`src/rtl/fifo_trig_pkg.sv`:
```
// Shared types and constants for the FIFO watermark trigger.
package fifo_trig_pkg;

  typedef enum logic [1:0] {
    ST_MID  = 2'd0,
    ST_HIGH = 2'd1,
    ST_LOW  = 2'd2
  } trig_state_e;

  localparam logic [1:0] ADDR_HI_SET = 2'd0;
  localparam logic [1:0] ADDR_HI_CLR = 2'd1;
  localparam logic [1:0] ADDR_LO_SET = 2'd2;
  localparam logic [1:0] ADDR_LO_CLR = 2'd3;

  localparam int DEB_W = 4;

endpackage

```
`src/rtl/fifo_trig_chan.sv`:
```
// One watched FIFO: hysteresis FSM, debounce counter, rise pulses and sticky irq bits.
//   state   | meaning
//   ST_MID  | count between watermarks, no flag
//   ST_HIGH | full flag asserted until count drops to HI_CLR
//   ST_LOW  | empty flag asserted until count rises to LO_CLR
module fifo_trig_chan
  import fifo_trig_pkg::*;
#(
  parameter int CNT_W   = 21,
  parameter int DEB     = 1,
  parameter int QUALIFY = 1
) (
  input  logic             clk,
  input  logic             reset,
  input  logic             wr_en_i,
  input  logic             rd_en_i,
  input  logic [CNT_W-1:0] count_i,
  input  logic [CNT_W-1:0] hi_set_i,
  input  logic [CNT_W-1:0] hi_clr_i,
  input  logic [CNT_W-1:0] lo_set_i,
  input  logic [CNT_W-1:0] lo_clr_i,
  input  logic             hold_i,
  input  logic             irq_clr_i,
  output logic             full_o,
  output logic             empty_o,
  output logic             full_rise_o,
  output logic             empty_rise_o,
  output logic [1:0]       sticky_o
);

  trig_state_e state_q, state_d, tgt;
  logic [DEB_W-1:0] cnt_q, cnt_d, cnt_inc;
  logic full_rise_q, full_rise_d, empty_rise_q, empty_rise_d;
  logic [1:0] sticky_q, sticky_d;
  logic q_wr, q_rd, samp, cond;

  assign q_wr = (QUALIFY == 0) || wr_en_i;
  assign q_rd = (QUALIFY == 0) || rd_en_i;
  assign cnt_inc = cnt_q + 1'b1;

  always_comb begin
    state_d = state_q;
    cnt_d   = cnt_q;
    samp    = 1'b0;
    cond    = 1'b0;
    tgt     = ST_MID;
    case (state_q)
      // HIGH is tested first so a misordered config resolves toward full
      ST_MID: begin
        if (q_wr && (count_i >= hi_set_i)) begin
          samp = 1'b1;
          cond = 1'b1;
          tgt  = ST_HIGH;
        end else if (q_rd && (count_i <= lo_set_i)) begin
          samp = 1'b1;
          cond = 1'b1;
          tgt  = ST_LOW;
        end else begin
          samp = q_wr || q_rd;
        end
      end
      ST_HIGH: begin
        samp = q_rd;
        cond = (count_i <= hi_clr_i);
      end
      ST_LOW: begin
        samp = q_wr;
        cond = (count_i >= lo_clr_i);
      end
      default: state_d = ST_MID;
    endcase

    if (samp) begin
      if (!cond) begin
        cnt_d = '0;
      end else if (cnt_inc == DEB_W'(DEB)) begin
        state_d = tgt;
        cnt_d   = '0;
      end else begin
        cnt_d = cnt_inc;
      end
    end

    if (hold_i) begin
      state_d = ST_MID;
      cnt_d   = '0;
    end

    full_rise_d  = (state_d == ST_HIGH) && (state_q != ST_HIGH);
    empty_rise_d = (state_d == ST_LOW) && (state_q != ST_LOW);
    sticky_d     = (sticky_q & {2{~irq_clr_i}}) | {empty_rise_d, full_rise_d};
  end

  always_ff @(posedge clk) begin
    if (reset) begin
      state_q      <= ST_MID;
      cnt_q        <= '0;
      full_rise_q  <= 1'b0;
      empty_rise_q <= 1'b0;
      sticky_q     <= '0;
    end else begin
      state_q      <= state_d;
      cnt_q        <= cnt_d;
      full_rise_q  <= full_rise_d;
      empty_rise_q <= empty_rise_d;
      sticky_q     <= sticky_d;
    end
  end

  assign full_o       = (state_q == ST_HIGH);
  assign empty_o      = (state_q == ST_LOW);
  assign full_rise_o  = full_rise_q;
  assign empty_rise_o = empty_rise_q;
  assign sticky_o     = sticky_q;

endmodule

```
`src/rtl/fifo_watermark_trigger.sv`:
```
// Multi-channel FIFO watermark trigger: shared programmable thresholds, ordering
// check and interrupt reduction around N_CH per-channel trigger instances.
module fifo_watermark_trigger
  import fifo_trig_pkg::*;
#(
  parameter int N_CH       = 4,
  parameter int CNT_W      = 21,
  parameter int DEF_HI_SET = 12799,
  parameter int DEF_HI_CLR = 11520,
  parameter int DEF_LO_SET = 2560,
  parameter int DEF_LO_CLR = 3840,
  parameter int DEB        = 1,
  parameter int QUALIFY    = 1
) (
  input  logic                  clk,
  input  logic                  reset,
  input  logic [N_CH-1:0]       fifo_wr_en_i,
  input  logic [N_CH-1:0]       fifo_rd_en_i,
  input  logic [N_CH*CNT_W-1:0] fifo_rd_data_count_i,
  input  logic                  cfg_we_i,
  input  logic [1:0]            cfg_addr_i,
  input  logic [CNT_W-1:0]      cfg_data_i,
  input  logic                  irq_clr_i,
  output logic [N_CH-1:0]       trigger_FIFO_full_o,
  output logic [N_CH-1:0]       trigger_FIFO_empty_o,
  output logic [N_CH-1:0]       full_rise_o,
  output logic [N_CH-1:0]       empty_rise_o,
  output logic                  irq_o,
  output logic                  cfg_err_o
);

  logic [CNT_W-1:0] hi_set_q, hi_clr_q, lo_set_q, lo_clr_q;
  logic [2*N_CH-1:0] sticky_all;

  always_ff @(posedge clk) begin
    if (reset) begin
      hi_set_q <= CNT_W'(DEF_HI_SET);
      hi_clr_q <= CNT_W'(DEF_HI_CLR);
      lo_set_q <= CNT_W'(DEF_LO_SET);
      lo_clr_q <= CNT_W'(DEF_LO_CLR);
    end else if (cfg_we_i) begin
      case (cfg_addr_i)
        ADDR_HI_SET: hi_set_q <= cfg_data_i;
        ADDR_HI_CLR: hi_clr_q <= cfg_data_i;
        ADDR_LO_SET: lo_set_q <= cfg_data_i;
        default:     lo_clr_q <= cfg_data_i;
      endcase
    end
  end

  // Valid only for LO_SET < LO_CLR <= HI_CLR < HI_SET
  assign cfg_err_o = !((lo_set_q < lo_clr_q) && (lo_clr_q <= hi_clr_q) && (hi_clr_q < hi_set_q));

  for (genvar c = 0; c < N_CH; c++) begin : g_ch
    fifo_trig_chan #(
      .CNT_W  (CNT_W),
      .DEB    (DEB),
      .QUALIFY(QUALIFY)
    ) u_chan (
      .clk         (clk),
      .reset       (reset),
      .wr_en_i     (fifo_wr_en_i[c]),
      .rd_en_i     (fifo_rd_en_i[c]),
      .count_i     (fifo_rd_data_count_i[c*CNT_W +: CNT_W]),
      .hi_set_i    (hi_set_q),
      .hi_clr_i    (hi_clr_q),
      .lo_set_i    (lo_set_q),
      .lo_clr_i    (lo_clr_q),
      .hold_i      (cfg_err_o),
      .irq_clr_i   (irq_clr_i),
      .full_o      (trigger_FIFO_full_o[c]),
      .empty_o     (trigger_FIFO_empty_o[c]),
      .full_rise_o (full_rise_o[c]),
      .empty_rise_o(empty_rise_o[c]),
      .sticky_o    (sticky_all[2*c +: 2])
    );
  end

  assign irq_o = |sticky_all;

endmodule

```
`config.mk`:
```
export PLATFORM = sky130hd
export DESIGN_NAME = fifo_watermark_trigger
export DESIGN_NICKNAME = d
export VERILOG_FILES = /design/src/rtl/fifo_trig_pkg.sv /design/src/rtl/fifo_trig_chan.sv /design/src/rtl/fifo_watermark_trigger.sv
export SDC_FILE = /design/constraint.sdc
export NUM_CORES = 1
export LEC_CHECK = 0
export CORE_AREA = 2 2 226 228
export CTS_BUF_LIST = sky130_fd_sc_hd__clkbuf_8
export CTS_CLUSTER_DIAMETER = 40
export DETAILED_ROUTE_END_ITERATION = 7
export DIE_AREA = 0 0 228 230
export SLEW_MARGIN = 20
export SYNTH_ARGS = -nofsm -noshare
export SYNTH_HDL_FRONTEND = slang
export SYNTH_HIERARCHICAL = 1
export SYNTH_SLANG_ARGS = --single-unit
```
`constraint.sdc`:
```
create_clock -name clk -period 2.6 [get_ports clk]
set_input_delay 0.39 -clock clk [delete_from_list [all_inputs] [get_ports clk]]
set_output_delay 0.39 -clock clk [all_outputs]
set_load 0.03 [all_outputs]
```
==> metrics.txt, run 1 <==
# TYPE chip_impl_metric gauge
chip_impl_info{name="run_status",value="finished with violations"} 1
chip_impl_info{name="violations",value="negative setup slack"} 1
chip_impl_metric{name="setup_violations",unit=""} 41
chip_impl_metric{name="die_h",unit="µm"} 230
chip_impl_metric{name="postLayoutSetupSlackWorst",unit="ns"} -0.505
chip_impl_metric{name="global_route.usage.total",unit="%"} 22.2
chip_impl_metric{name="worst_slew_margin_rel",unit="%"} 58.1
chip_impl_metric{name="power.density",unit="nW/µm²"} 322
chip_impl_metric{name="synth.lib_cells_used.distinct",unit=""} 58
chip_impl_info{name="cts_tree",value="built"} 1
chip_impl_metric{name="boundaryPins",unit=""} 137
chip_impl_metric{name="clock_period_minus_worst_slack",unit="ns"} 3.10
chip_impl_metric{name="multiInputGateArea",unit="µm²"} 11600
chip_impl_metric{name="drcViolationCount",unit=""} 0
chip_impl_metric{name="synthesis.yosys.warnings",unit=""} 6
chip_impl_metric{name="dp_hpwl",unit="µm"} 49000
chip_impl_metric{name="placed_area",unit="µm²"} 19800
chip_impl_metric{name="floorplan.initialDensity",unit="%"} 29.9
chip_impl_metric{name="post_synth_instance_area",unit="µm²"} 14900
chip_impl_metric{name="timing_worst_slew_pin_value",unit="ns"} 0.629
chip_impl_info{name="layout_common_cells",value="sky130_fd_sc_hd__inv_1, sky130_fd_sc_hd__ha_1, sky130_fd_sc_hd__buf_4"} 1
chip_impl_metric{name="grt_first_pass_wirelength",unit="µm"} 90000
chip_impl_metric{name="detailroute.via_count",unit=""} 16042
chip_impl_metric{name="buffer_ports.inserted",unit=""} 136
chip_impl_metric{name="layout-drive-gt1-share",unit="%"} 23.6
chip_impl_info{name="rsz0062_at_grt",value="yes"} 1
chip_impl_info{name="clk_root_buffer_cell",value="sky130_fd_sc_hd__clkbuf_8"} 1
chip_impl_metric{name="via_count_of_the_first_global_routing_pass",unit=""} 16225
chip_impl_metric{name="design.core.area",unit="µm²"} 49900
chip_impl_metric{name="hold_viol_final",unit=""} 0
chip_impl_metric{name="fillCellCount",unit=""} 5008
chip_impl_info{name="startpoint_type",value="register"} 1
chip_impl_metric{name="placement_rows",unit=""} 82
chip_impl_metric{name="wirelength",unit="µm"} 59000
chip_impl_metric{name="die_w",unit="µm"} 228
chip_impl_metric{name="cap_viol_max_count",unit=""} 0
chip_impl_info{name="timing.critical_path.to_type",value="output port"} 1
chip_impl_metric{name="critical_path_maximum_fanout",unit=""} 3
chip_impl_metric{name="synthesis.instances",unit=""} 1995
chip_impl_metric{name="design.die.area",unit="µm²"} 52400
chip_impl_metric{name="post_drt_via_cell_ratio",unit=""} 5.07
chip_impl_metric{name="remaining_global_route_overflow",unit=""} 0
chip_impl_metric{name="nets",unit=""} 3000
chip_impl_metric{name="antenna_cells",unit=""} 0
chip_impl_metric{name="worst_skew_pair.late_latency",unit="ns"} 0.50
chip_impl_metric{name="place_congestion",unit=""} 0.925
chip_impl_info{name="hold_path.class",value="primary input to register"} 1
chip_impl_metric{name="drt_iter0_markers",unit=""} 937
chip_impl_metric{name="power.ir.vdd_worst",unit="V"} 0.000265
chip_impl_metric{name="synth.yosys.seq_area_share",unit="%"} 16.6
chip_impl_metric{name="synth.net_count",unit=""} 2519
chip_impl_info{name="critPathKind",value="register to output port"} 1
chip_impl_metric{name="worst_ep_required_time",unit="ns"} 2.21
chip_impl_metric{name="pin_count_of_the_biggest_net_entering_global_routing",unit=""} 85
chip_impl_metric{name="numCtsBuffers",unit=""} 17
chip_impl_metric{name="syn2layout_area_growth",unit="%"} 42.9
chip_impl_metric{name="firstDrtPassIters",unit=""} 5
chip_impl_metric{name="avgSynthCellArea",unit="µm²"} 7.48
chip_impl_metric{name="post_drt_wl_per_cell",unit="µm"} 18.7
chip_impl_metric{name="worst-endpoint-arrival",unit="ns"} 2.71
chip_impl_metric{name="clock_sinks",unit=""} 124
chip_impl_info{name="layout_commonest_cell",value="sky130_fd_sc_hd__inv_1"} 1
chip_impl_metric{name="cts_hold_buf",unit=""} 0
chip_impl_metric{name="postSynthRegisterBits",unit=""} 124
chip_impl_metric{name="fin_util",unit="%"} 42.7
chip_impl_metric{name="clk_path_buf_depth",unit=""} 2
chip_impl_metric{name="leakage",unit="nW"} 9.78
chip_impl_metric{name="ant_nets",unit=""} 0
chip_impl_metric{name="cts_htree_levels",unit=""} 4
chip_impl_metric{name="clkTransAtPathRegs",unit="ns"} 0.09
chip_impl_metric{name="ff_latch_area",unit="µm²"} 2570
chip_impl_metric{name="timing.fmax",unit="MHz"} 322
chip_impl_metric{name="period_share",unit="%"} 119
chip_impl_metric{name="final-max-slew-violation-count",unit=""} 0
chip_impl_metric{name="fin_skew",unit="ns"} 0.0237
chip_impl_metric{name="number_of_antenna_violations_at_the_first_check_in_global_routing",unit=""} 2
chip_impl_metric{name="final_cell_area",unit="µm²"} 21300
[worst max-delay path, cell delays in order, from the launching register on]
cell	delay, ns
sky130_fd_sc_hd__dfxtp_2	0.34
sky130_fd_sc_hd__buf_4	0.14
sky130_fd_sc_hd__ha_1	0.26
sky130_fd_sc_hd__nand4_1	0.13
sky130_fd_sc_hd__buf_4	0.14
sky130_fd_sc_hd__nor4_4	0.04
sky130_fd_sc_hd__buf_4	0.13
sky130_fd_sc_hd__a21boi_2	0.16
sky130_fd_sc_hd__o41ai_2	0.38
sky130_fd_sc_hd__nand3_2	0.18
sky130_fd_sc_hd__buf_6	0.18
sky130_fd_sc_hd__buf_12	0.13
[power breakdown]
| group | internal [mW] | switching [mW] | total, mW | leakage, nW |
|---|---|---|---|---|
| clock | 1.00 | 0.918 | 1.92 | 0.207 |
| combinational | 1.38 | 1.49 | 2.86 | 8.55 |
| sequential | 1.97 | 0.0984 | 2.07 | 1.03 |
[synthesized netlist by cell type (all sizes together)]
cell     count  share of area [%]
buf          7               0.23
nor3        15               0.54
nand3b      12               0.60
o21ai       74                2.5
a2111oi     14                1.0
inv        409                 10
or3b         1              0.059
a32oi        4               0.44
a211o       21                1.2
a221o        9               0.64
or2         17               0.71
nor2b       14               0.59
a211oi      15               0.75
nor3b        5               0.29
nor4b        8               0.64
nand4       54                2.4
nor4        11               0.46
nand2      250                6.3
a21boi       1              0.050
or4          4               0.30
and3         7               0.36
clkbuf      23               0.61
o21bai       8               0.40
nor2        74                1.9
o311a        4               0.30
a21o        46                2.4
nand3       52                1.8
and3b        1              0.059
and4         5               0.29
o211ai      12               0.60
a21oi      231                7.8
nand2b      10               0.42
or3          8               0.34
and2b        4               0.23
a2111o       1              0.075
dfxtp      124                 17
a41oi        4               0.23
a31oi        9               0.38
a22o         4               0.27
and2         4               0.17
o41ai        1              0.059
nand4b       4               0.23
ha         405                 34
a221oi       8               0.47
o2111ai      1              0.059
[final timing paths]
kind / startpoint / end / slack [ns] / cells past startpoint
min: reset / g_ch[2].u_chan/sticky_o[1] / 0.41 / 3
max: lo_clr_q[9] / cfg_err_o / -0.50 / 11
min reg2reg: g_ch[0].u_chan/sticky_o[0] / g_ch[0].u_chan/sticky_o[0] / 0.46 / 1
max reg2reg: lo_clr_q[9] / g_ch[1].u_chan/sticky_o[0] / -0.41 / 15
[routing by layer]
layer,GRT usage (%),wire length (µm),share of wire (%),up-vias
met2,36.3,26500,45,549
li1,-,-,-,7869
met4,8.58,2120,3.6,0
met3,3.97,3860,6.5,100
met1,29.0,26500,45,7524
met5,0,0,0,-
[kinds of logic (layout without fill, tap and decap cells)]
logic type,after synthesis,count (layout),synth area share [%]
DFF,124,124,16.6
adders and majority gates,405,405,34.0
AOI/OAI and AO/OA,467,467,19.6
buffers and inverters,439,933,11.1
and+or+nand+nor,560,560,18.7
[what timing repair did]
action                                  in CTS  in global routing
gates cloned                                 0                  0
pin swaps                                   42                 47
hold endpoints to repair                     0                  0
endpoints found under the setup margin      43                 43
resized for setup                          124                 67
buffers inserted                            15                 16
[state kept, by name, indices dropped and copies added (netlist names)]
name and cells:
g_ch.u_chan/sticky_o 8, g_ch.u_chan/empty_rise_o 4, hi_clr_q 21, g_ch.u_chan/state_q 8, hi_set_q 21, lo_clr_q 21
lo_set_q 21, g_ch.u_chan/cnt_q 16, g_ch.u_chan/full_rise_o 4
[through the flow]
step	total power [mW]	hold slack [ns]	worst slack (ns)	TNS, ns	instances
detailed placement	4.67	0.443	-0.760	-20.33	3101
finish	6.85	0.407	-0.505	-11.59	3161
floorplan	3.36	0.427	0.0444	0	1995
global route	7.25	0.401	-0.590	-14.67	3161
global placement	4.59	0.435	-0.663	-18.85	3101
CTS	6.76	0.360	-0.559	-9.33	3148
[layout make-up]
cell class | instances | area share (%)
clock inverters | 13 | 0.769
flip-flops and latches | 124 | 12.0
clock buffers | 19 | 1.23
repair buffers | 492 | 20.4
multi-input cells | 1432 | 54.4
inverters | 409 | 7.22
well taps | 672 | 3.95
(Power assumes the default switching activity.)
==> run 2, diff against run 1 <==
--- a/config.mk
+++ b/config.mk
@@ -6,8 +6,9 @@
 export NUM_CORES = 1
 export LEC_CHECK = 0
 export CORE_AREA = 2 2 226 228
-export CTS_BUF_LIST = sky130_fd_sc_hd__clkbuf_8
+export CTS_BUF_LIST = sky130_fd_sc_hd__clkbuf_16
 export CTS_CLUSTER_DIAMETER = 40
+export CTS_CLUSTER_SIZE = 20
 export DETAILED_ROUTE_END_ITERATION = 7
 export DIE_AREA = 0 0 228 230
 export SLEW_MARGIN = 20
==> run 2 against run 1 <==
Against the previous run:
- the flow still finishes with violations (negative setup slack)
- critical path depth decreased by 2
- clock skew decreased by 0.010 ns
- clock power increased by 29%
- non-clock buffer count increased by 15
- register-to-register slack about the same
- via count increased by 1.0%
- largest power group unchanged
==> metrics.txt, run 2 (synthesis results as in run 1) <==
# TYPE chip_impl_metric gauge
chip_impl_metric{name="die_h",unit="µm"} 230
chip_impl_metric{name="internal_power_consumption",unit="mW"} 4.88
chip_impl_metric{name="timing.fmax",unit="MHz"} 327
chip_impl_metric{name="grt_first_pass_wirelength",unit="µm"} 92100
chip_impl_metric{name="p_sw",unit="mW"} 2.59
chip_impl_metric{name="totalPowerFinal",unit="mW"} 7.48
chip_impl_metric{name="worst_ep_required_time",unit="ns"} 2.21
chip_impl_metric{name="tns",unit="ns"} -11.45
chip_impl_metric{name="remaining_global_route_overflow",unit=""} 0
chip_impl_info{name="path_cells",value="buf_6, ha_4, nand4_1, a21oi_2, a2111o_1, a2111oi_4, nand3_2, buf_6, buf_12"} 1
chip_impl_metric{name="numCtsBuffers",unit=""} 17
chip_impl_metric{name="leakage",unit="nW"} 9.94
chip_impl_metric{name="clock_sinks",unit=""} 124
chip_impl_info{name="violations",value="negative setup slack"} 1
chip_impl_metric{name="placement_rows",unit=""} 82
chip_impl_metric{name="worst-endpoint-arrival",unit="ns"} 2.67
chip_impl_metric{name="cts_hold_buf",unit=""} 0
chip_impl_metric{name="final-max-slew-violation-count",unit=""} 0
chip_impl_metric{name="hold_viol_final",unit=""} 0
chip_impl_metric{name="post_drt_via_cell_ratio",unit=""} 5.10
chip_impl_info{name="layout_common_cells",value="sky130_fd_sc_hd__inv_1, sky130_fd_sc_hd__ha_1, sky130_fd_sc_hd__buf_4"} 1
chip_impl_metric{name="syn2layout_area_growth",unit="%"} 46.7
chip_impl_metric{name="floorplan.initialDensity",unit="%"} 29.9
chip_impl_metric{name="hold-worst-slack",unit="ns"} 0.451
chip_impl_metric{name="timing_worst_slew_pin_value",unit="ns"} 0.662
chip_impl_info{name="timing.critical_path.to_type",value="output port"} 1
chip_impl_metric{name="design.die.area",unit="µm²"} 52400
chip_impl_metric{name="number_of_antenna_violations_at_the_first_check_in_global_routing",unit=""} 2
chip_impl_metric{name="worst_slew_margin_rel",unit="%"} 55.9
chip_impl_metric{name="cap_viol_max_count",unit=""} 0
chip_impl_metric{name="place_congestion",unit=""} 0.925
chip_impl_metric{name="slowest_delay",unit="ns"} 0.46
chip_impl_metric{name="final_cell_area",unit="µm²"} 21900
chip_impl_metric{name="boundaryPins",unit=""} 137
chip_impl_metric{name="antenna_cells",unit=""} 0
chip_impl_info{name="run_status",value="finished with violations"} 1
chip_impl_metric{name="postLayoutSetupSlackWorst",unit="ns"} -0.456
chip_impl_info{name="cts_tree",value="built"} 1
chip_impl_metric{name="layout-drive-gt1-share",unit="%"} 25.0
chip_impl_metric{name="design.core.area",unit="µm²"} 49900
chip_impl_metric{name="dp_hpwl",unit="µm"} 49000
chip_impl_info{name="critPathKind",value="register to output port"} 1
chip_impl_metric{name="instances_no_fill",unit=""} 3176
chip_impl_metric{name="power.share.combinational",unit="%"} 39.1
chip_impl_metric{name="fin_util",unit="%"} 43.9
chip_impl_metric{name="ant_nets",unit=""} 0
chip_impl_metric{name="clockPowerShare",unit="%"} 33.2
chip_impl_metric{name="drt_iter0_markers",unit=""} 1105
chip_impl_metric{name="drcViolationCount",unit=""} 0
chip_impl_metric{name="p_seq_share",unit="%"} 27.7
chip_impl_metric{name="power.density",unit="nW/µm²"} 342
chip_impl_metric{name="worst_skew_pair.late_latency",unit="ns"} 0.45
chip_impl_metric{name="via_count_of_the_first_global_routing_pass",unit=""} 16531
chip_impl_metric{name="setup_violations",unit=""} 41
chip_impl_metric{name="cts_htree_levels",unit=""} 4
chip_impl_metric{name="period_share",unit="%"} 118
chip_impl_metric{name="numPlacedInstances",unit=""} 3101
chip_impl_metric{name="pin_count_of_the_biggest_net_entering_global_routing",unit=""} 85
chip_impl_info{name="startpoint_type",value="register"} 1
chip_impl_metric{name="firstDrtPassIters",unit=""} 5
chip_impl_metric{name="fin_skew",unit="ns"} 0.0136
chip_impl_metric{name="clkTransAtPathRegs",unit="ns"} 0.06
chip_impl_metric{name="nets",unit=""} 3015
chip_impl_metric{name="detailroute.via_count",unit=""} 16203
chip_impl_metric{name="critical_path_maximum_fanout",unit=""} 3
chip_impl_metric{name="post_drt_wl_per_cell",unit="µm"} 18.9
chip_impl_metric{name="power.ir.vdd_worst",unit="V"} 0.000474
chip_impl_metric{name="placed_area",unit="µm²"} 19800
chip_impl_metric{name="clk_path_buf_depth",unit=""} 2
chip_impl_metric{name="die_w",unit="µm"} 228
chip_impl_metric{name="buffer_ports.inserted",unit=""} 136
chip_impl_metric{name="pre_cts_slack",unit="ns"} -0.760
chip_impl_metric{name="global_route.usage.total",unit="%"} 22.7
chip_impl_metric{name="wirelength",unit="µm"} 60200
chip_impl_info{name="layout_commonest_cell",value="sky130_fd_sc_hd__inv_1"} 1
chip_impl_info{name="rsz0062_at_grt",value="yes"} 1
chip_impl_metric{name="fillCellCount",unit=""} 4955
chip_impl_info{name="clk_root_buffer_cell",value="sky130_fd_sc_hd__clkbuf_16"} 1
chip_impl_info{name="crit_slowest_cell",value="sky130_fd_sc_hd__a2111o_1"} 1
chip_impl_info{name="critical_path.most_common_cell",value="sky130_fd_sc_hd__buf_6"} 1
chip_impl_metric{name="switching_part_of_the_total_power",unit="%"} 34.7
chip_impl_info{name="hold_path.class",value="primary input to register"} 1
chip_impl_metric{name="clock_period_minus_worst_slack",unit="ns"} 3.06
==> run 2: changes by cell type in the layout (fill, tap and decap cells not counted), sizes merged <==
cell	before	now
clkbuf	19	17
clkinv	2	4
clkdlybuf4s50	129	131
buf	358	373
dlygate4sd2	3	1
==> run 2: path summary, 6_finish.rpt <==
path,depth (start not counted),end,startpoint,slack [ns]
max,9,cfg_err_o,lo_set_q[18],-0.46
min,3,g_ch[2].u_chan/sticky_o[1],reset,0.45
max reg2reg,13,g_ch[1].u_chan/sticky_o[0],lo_set_q[18],-0.42
min reg2reg,1,g_ch[0].u_chan/sticky_o[0],g_ch[0].u_chan/sticky_o[0],0.47
==> run 2: power groups by stage <==
stage / clock [mW] / combinational (mW) / sequential, mW
2_1_floorplan: 0 / 1.26 / 2.11
3_3_place_gp: 0 / 2.49 / 2.11
3_5_place_dp: 0 / 2.56 / 2.11
4_1_cts: 2.52 / 2.84 / 2.06
5_1_grt: 2.59 / 3.21 / 2.08
6_report: 2.48 / 2.92 / 2.07
==> run 2: final cells by class <==
cell class / count / area [µm²] / area share (%)
inverters: 409 / 1540 / 7.04
clock buffers: 17 / 425 / 1.94
multi-input cells: 1432 / 11800 / 54.0
clock inverters: 15 / 171 / 0.783
repair buffers: 507 / 4500 / 20.6
flip-flops and latches: 124 / 2590 / 11.8
well taps: 672 / 841 / 3.84
==> run 2: repair_timing <==
item | 4_1_cts | 5_1_grt
setup buffers | 40 | 6
gates resized for setup | 198 | 34
pin swaps | 85 | 20
endpoints found under the setup margin | 42 | 45
hold endpoints to repair | 0 | 0
==> run 2: routing by layer <==
layer / share of wire, % / track usage [%]
met3: 5.6 / 3.37
met4: 3.9 / 9.21
met5: 0 / 0
met2: 45 / 37.5
met1: 45 / 29.7
==> run 2: critical path: cells and delay by family (launching register included) <==
family	cells	cell delay, ns
AOI/OAI and AO/OA	3	0.84
adders and majority gates	1	0.20
buffers and inverters	3	0.43
DFF	1	0.36
and+or+nand+nor	2	0.38
==> run 3, diff against run 2 <==
--- a/config.mk
+++ b/config.mk
@@ -5,12 +5,13 @@
 export SDC_FILE = /design/constraint.sdc
 export NUM_CORES = 1
 export LEC_CHECK = 0
-export CORE_AREA = 2 2 226 228
+export CORE_AREA = 8 8 232 234
 export CTS_BUF_LIST = sky130_fd_sc_hd__clkbuf_16
 export CTS_CLUSTER_DIAMETER = 40
 export CTS_CLUSTER_SIZE = 20
 export DETAILED_ROUTE_END_ITERATION = 7
-export DIE_AREA = 0 0 228 230
+export DIE_AREA = 0 0 240 242
+export REMOVE_ABC_BUFFERS = 1
 export SLEW_MARGIN = 20
 export SYNTH_ARGS = -nofsm -noshare
 export SYNTH_HDL_FRONTEND = slang
==> run 3 against run 2 <==
Against the previous run:
- the run still ends with negative setup slack left
- register-to-register slack lost 0.08 ns
- design area shrank 4.5%
- fmax shrank 4.4%
- sequential share of layout area grew 0.16 points
- die area grew 11%
- routed wire length grew 5.9%
- combinational power shrank 1%
- non-clock buffer count shrank 23
- largest cell class unchanged
- largest power group unchanged
==> metrics.txt, run 3 (synthesis results as in run 1) <==
# TYPE chip_impl_metric gauge
chip_impl_metric{name="cts_htree_levels",unit=""} 4
chip_impl_metric{name="dp_hpwl",unit="µm"} 53000
chip_impl_metric{name="cap_viol_max_count",unit=""} 0
chip_impl_metric{name="switching_part_of_the_total_power",unit="%"} 35.5
chip_impl_metric{name="p_sw",unit="mW"} 2.63
chip_impl_metric{name="cts_hold_buf",unit=""} 0
chip_impl_metric{name="fin_skew",unit="ns"} 0.0135
chip_impl_metric{name="die_h",unit="µm"} 242
chip_impl_metric{name="timing.fmax",unit="MHz"} 313
chip_impl_info{name="critPathKind",value="register to output port"} 1
chip_impl_info{name="layout_commonest_cell",value="sky130_fd_sc_hd__inv_1"} 1
chip_impl_metric{name="design.core.area",unit="µm²"} 50500
chip_impl_metric{name="layout-drive-gt1-share",unit="%"} 21.7
chip_impl_metric{name="postLayoutSetupSlackWorst",unit="ns"} -0.598
chip_impl_metric{name="internal_power_consumption",unit="mW"} 4.79
chip_impl_metric{name="clkTransAtPathRegs",unit="ns"} 0.06
chip_impl_metric{name="clock_period_minus_worst_slack",unit="ns"} 3.20
chip_impl_metric{name="grt_first_pass_wirelength",unit="µm"} 95400
chip_impl_metric{name="worst_ep_required_time",unit="ns"} 2.21
chip_impl_metric{name="placement_rows",unit=""} 83
chip_impl_metric{name="power.share.combinational",unit="%"} 38.8
chip_impl_metric{name="clockPowerShare",unit="%"} 33.5
chip_impl_metric{name="drcViolationCount",unit=""} 0
chip_impl_metric{name="nets",unit=""} 2992
chip_impl_metric{name="drt_iter0_markers",unit=""} 1197
chip_impl_metric{name="post_drt_wl_per_cell",unit="µm"} 20.2
chip_impl_metric{name="die_w",unit="µm"} 240
chip_impl_metric{name="worst_slew_margin_rel",unit="%"} 45.9
chip_impl_metric{name="remaining_global_route_overflow",unit=""} 0
chip_impl_info{name="run_status",value="finished with violations"} 1
chip_impl_info{name="startpoint_type",value="register"} 1
chip_impl_info{name="clk_root_buffer_cell",value="sky130_fd_sc_hd__clkbuf_16"} 1
chip_impl_metric{name="critical_path_maximum_fanout",unit=""} 3
chip_impl_metric{name="floorplan.initialDensity",unit="%"} 29.6
chip_impl_metric{name="power.density",unit="nW/µm²"} 355
chip_impl_metric{name="tns",unit="ns"} -14.23
chip_impl_metric{name="worst-r2r-setup-slack",unit="ns"} -0.50
chip_impl_metric{name="pin_count_of_the_biggest_net_entering_global_routing",unit=""} 49
chip_impl_metric{name="setup_violations",unit=""} 41
chip_impl_metric{name="buffer_ports.inserted",unit=""} 136
chip_impl_metric{name="timing_worst_slew_pin_value",unit="ns"} 0.811
chip_impl_metric{name="worst-endpoint-arrival",unit="ns"} 2.81
chip_impl_info{name="timing.critical_path.to_type",value="output port"} 1
chip_impl_metric{name="place_congestion",unit=""} 0.953
chip_impl_info{name="min_from",value="g_ch[3].u_chan/sticky_o[1]"} 1
chip_impl_metric{name="leakage",unit="nW"} 9.72
chip_impl_metric{name="wirelength",unit="µm"} 63700
chip_impl_info{name="crit_start",value="lo_clr_q[17]"} 1
chip_impl_metric{name="clock_sinks",unit=""} 124
chip_impl_metric{name="placed_area",unit="µm²"} 19500
chip_impl_info{name="rsz0062_at_grt",value="yes"} 1
chip_impl_metric{name="syn2layout_area_growth",unit="%"} 40.1
chip_impl_metric{name="worst_skew_pair.late_latency",unit="ns"} 0.47
chip_impl_info{name="layout_common_cells",value="sky130_fd_sc_hd__inv_1, sky130_fd_sc_hd__ha_1, sky130_fd_sc_hd__buf_4"} 1
chip_impl_metric{name="number_of_antenna_violations_at_the_first_check_in_global_routing",unit=""} 2
chip_impl_info{name="violations",value="negative setup slack"} 1
chip_impl_metric{name="detailroute.via_count",unit=""} 16047
chip_impl_metric{name="pre_cts_slack",unit="ns"} -0.954
chip_impl_metric{name="post_drt_via_cell_ratio",unit=""} 5.08
chip_impl_metric{name="boundaryPins",unit=""} 137
chip_impl_info{name="cts_tree",value="built"} 1
chip_impl_metric{name="clk_path_buf_depth",unit=""} 2
chip_impl_metric{name="fin_util",unit="%"} 41.4
chip_impl_metric{name="via_count_of_the_first_global_routing_pass",unit=""} 16134
chip_impl_metric{name="fillCellCount",unit=""} 5163
chip_impl_metric{name="power.ir.vdd_worst",unit="V"} 0.000518
chip_impl_metric{name="final_cell_area",unit="µm²"} 20900
chip_impl_metric{name="p_seq_share",unit="%"} 27.7
chip_impl_metric{name="design.die.area",unit="µm²"} 58100
chip_impl_info{name="hold_path.class",value="register to register"} 1
chip_impl_info{name="crit-reg2reg-launch",value="lo_clr_q[17]"} 1
chip_impl_metric{name="period_share",unit="%"} 123
chip_impl_metric{name="ant_nets",unit=""} 0
chip_impl_metric{name="hold_viol_final",unit=""} 0
chip_impl_metric{name="global_route.usage.total",unit="%"} 21.6
chip_impl_metric{name="numCtsBuffers",unit=""} 17
chip_impl_metric{name="firstDrtPassIters",unit=""} 7
chip_impl_metric{name="final-max-slew-violation-count",unit=""} 0
-- run 3: what timing repair did --
| action | in CTS | in global routing |
|---|---|---|
| gates resized for setup | 89 | 67 |
| buffers inserted | 11 | 5 |
| pin swaps | 30 | 17 |
| endpoints found under the setup margin | 41 | 44 |
-- run 3: power groups by stage --
stage               combinational (mW)  sequential [mW]  clock (mW)
floorplan                         1.20             2.10           0
global placement                  2.56             2.09           0
detailed placement                2.63             2.09           0
CTS                               2.78             2.05        2.53
global route                      3.16             2.06        2.60
finish                            2.88             2.06        2.49
-- run 3: worst paths after layout --
path,end,cells after the start
setup reg to reg,g_ch[3].u_chan/sticky_o[1],15
setup / recovery,cfg_err_o,11
hold reg to reg,g_ch[3].u_chan/sticky_o[1],1
hold / removal,g_ch[3].u_chan/sticky_o[1],1
-- run 3: routing by layer --
layer,vias to the layer above,share of wire [%],track usage [%]
li1,7845,-,-
met1,7572,44,27.4
met2,504,46,35.4
met3,126,5.5,3.16
met4,0,4.7,10.5
met5,-,0,0
-- run 3: through the flow --
step / hold slack (ns) / std cells / total power [mW]
final: 0.459 / 3161 / 7.42
after global routing: 0.483 / 3160 / 7.81
after CTS: 0.462 / 3155 / 7.36
after detailed placement: 0.445 / 3113 / 4.72
after global placement: 0.438 / 3113 / 4.64
after floorplan: 0.427 / 1965 / 3.30
-- run 3: area by class of cell --
cell class	instances	area, µm²	area share, %
Timing Repair Buffer	484	4030	19.3
Multi-Input combinational cell	1432	11400	54.5
Inverter	409	1540	7.36
Clock buffer	17	425	2.04
Sequential cell	124	2510	12.0
Antenna cell	1	2.50	0.0120
Tap cell	680	851	4.07
Clock inverter	14	156	0.748
-- run 3: worst max-delay path, stage by stage, from the launching register on --
cell and delay, ns:
sky130_fd_sc_hd__dfxtp_2 0.34, sky130_fd_sc_hd__buf_6 0.10, sky130_fd_sc_hd__inv_4 0.03, sky130_fd_sc_hd__ha_4 0.21, sky130_fd_sc_hd__nand4_1 0.25, sky130_fd_sc_hd__a21oi_2 0.10, sky130_fd_sc_hd__a2111o_1 0.48, sky130_fd_sc_hd__a2111oi_4 0.29
sky130_fd_sc_hd__nand3_1 0.12, sky130_fd_sc_hd__buf_6 0.16, sky130_fd_sc_hd__buf_6 0.11, sky130_fd_sc_hd__buf_6 0.12
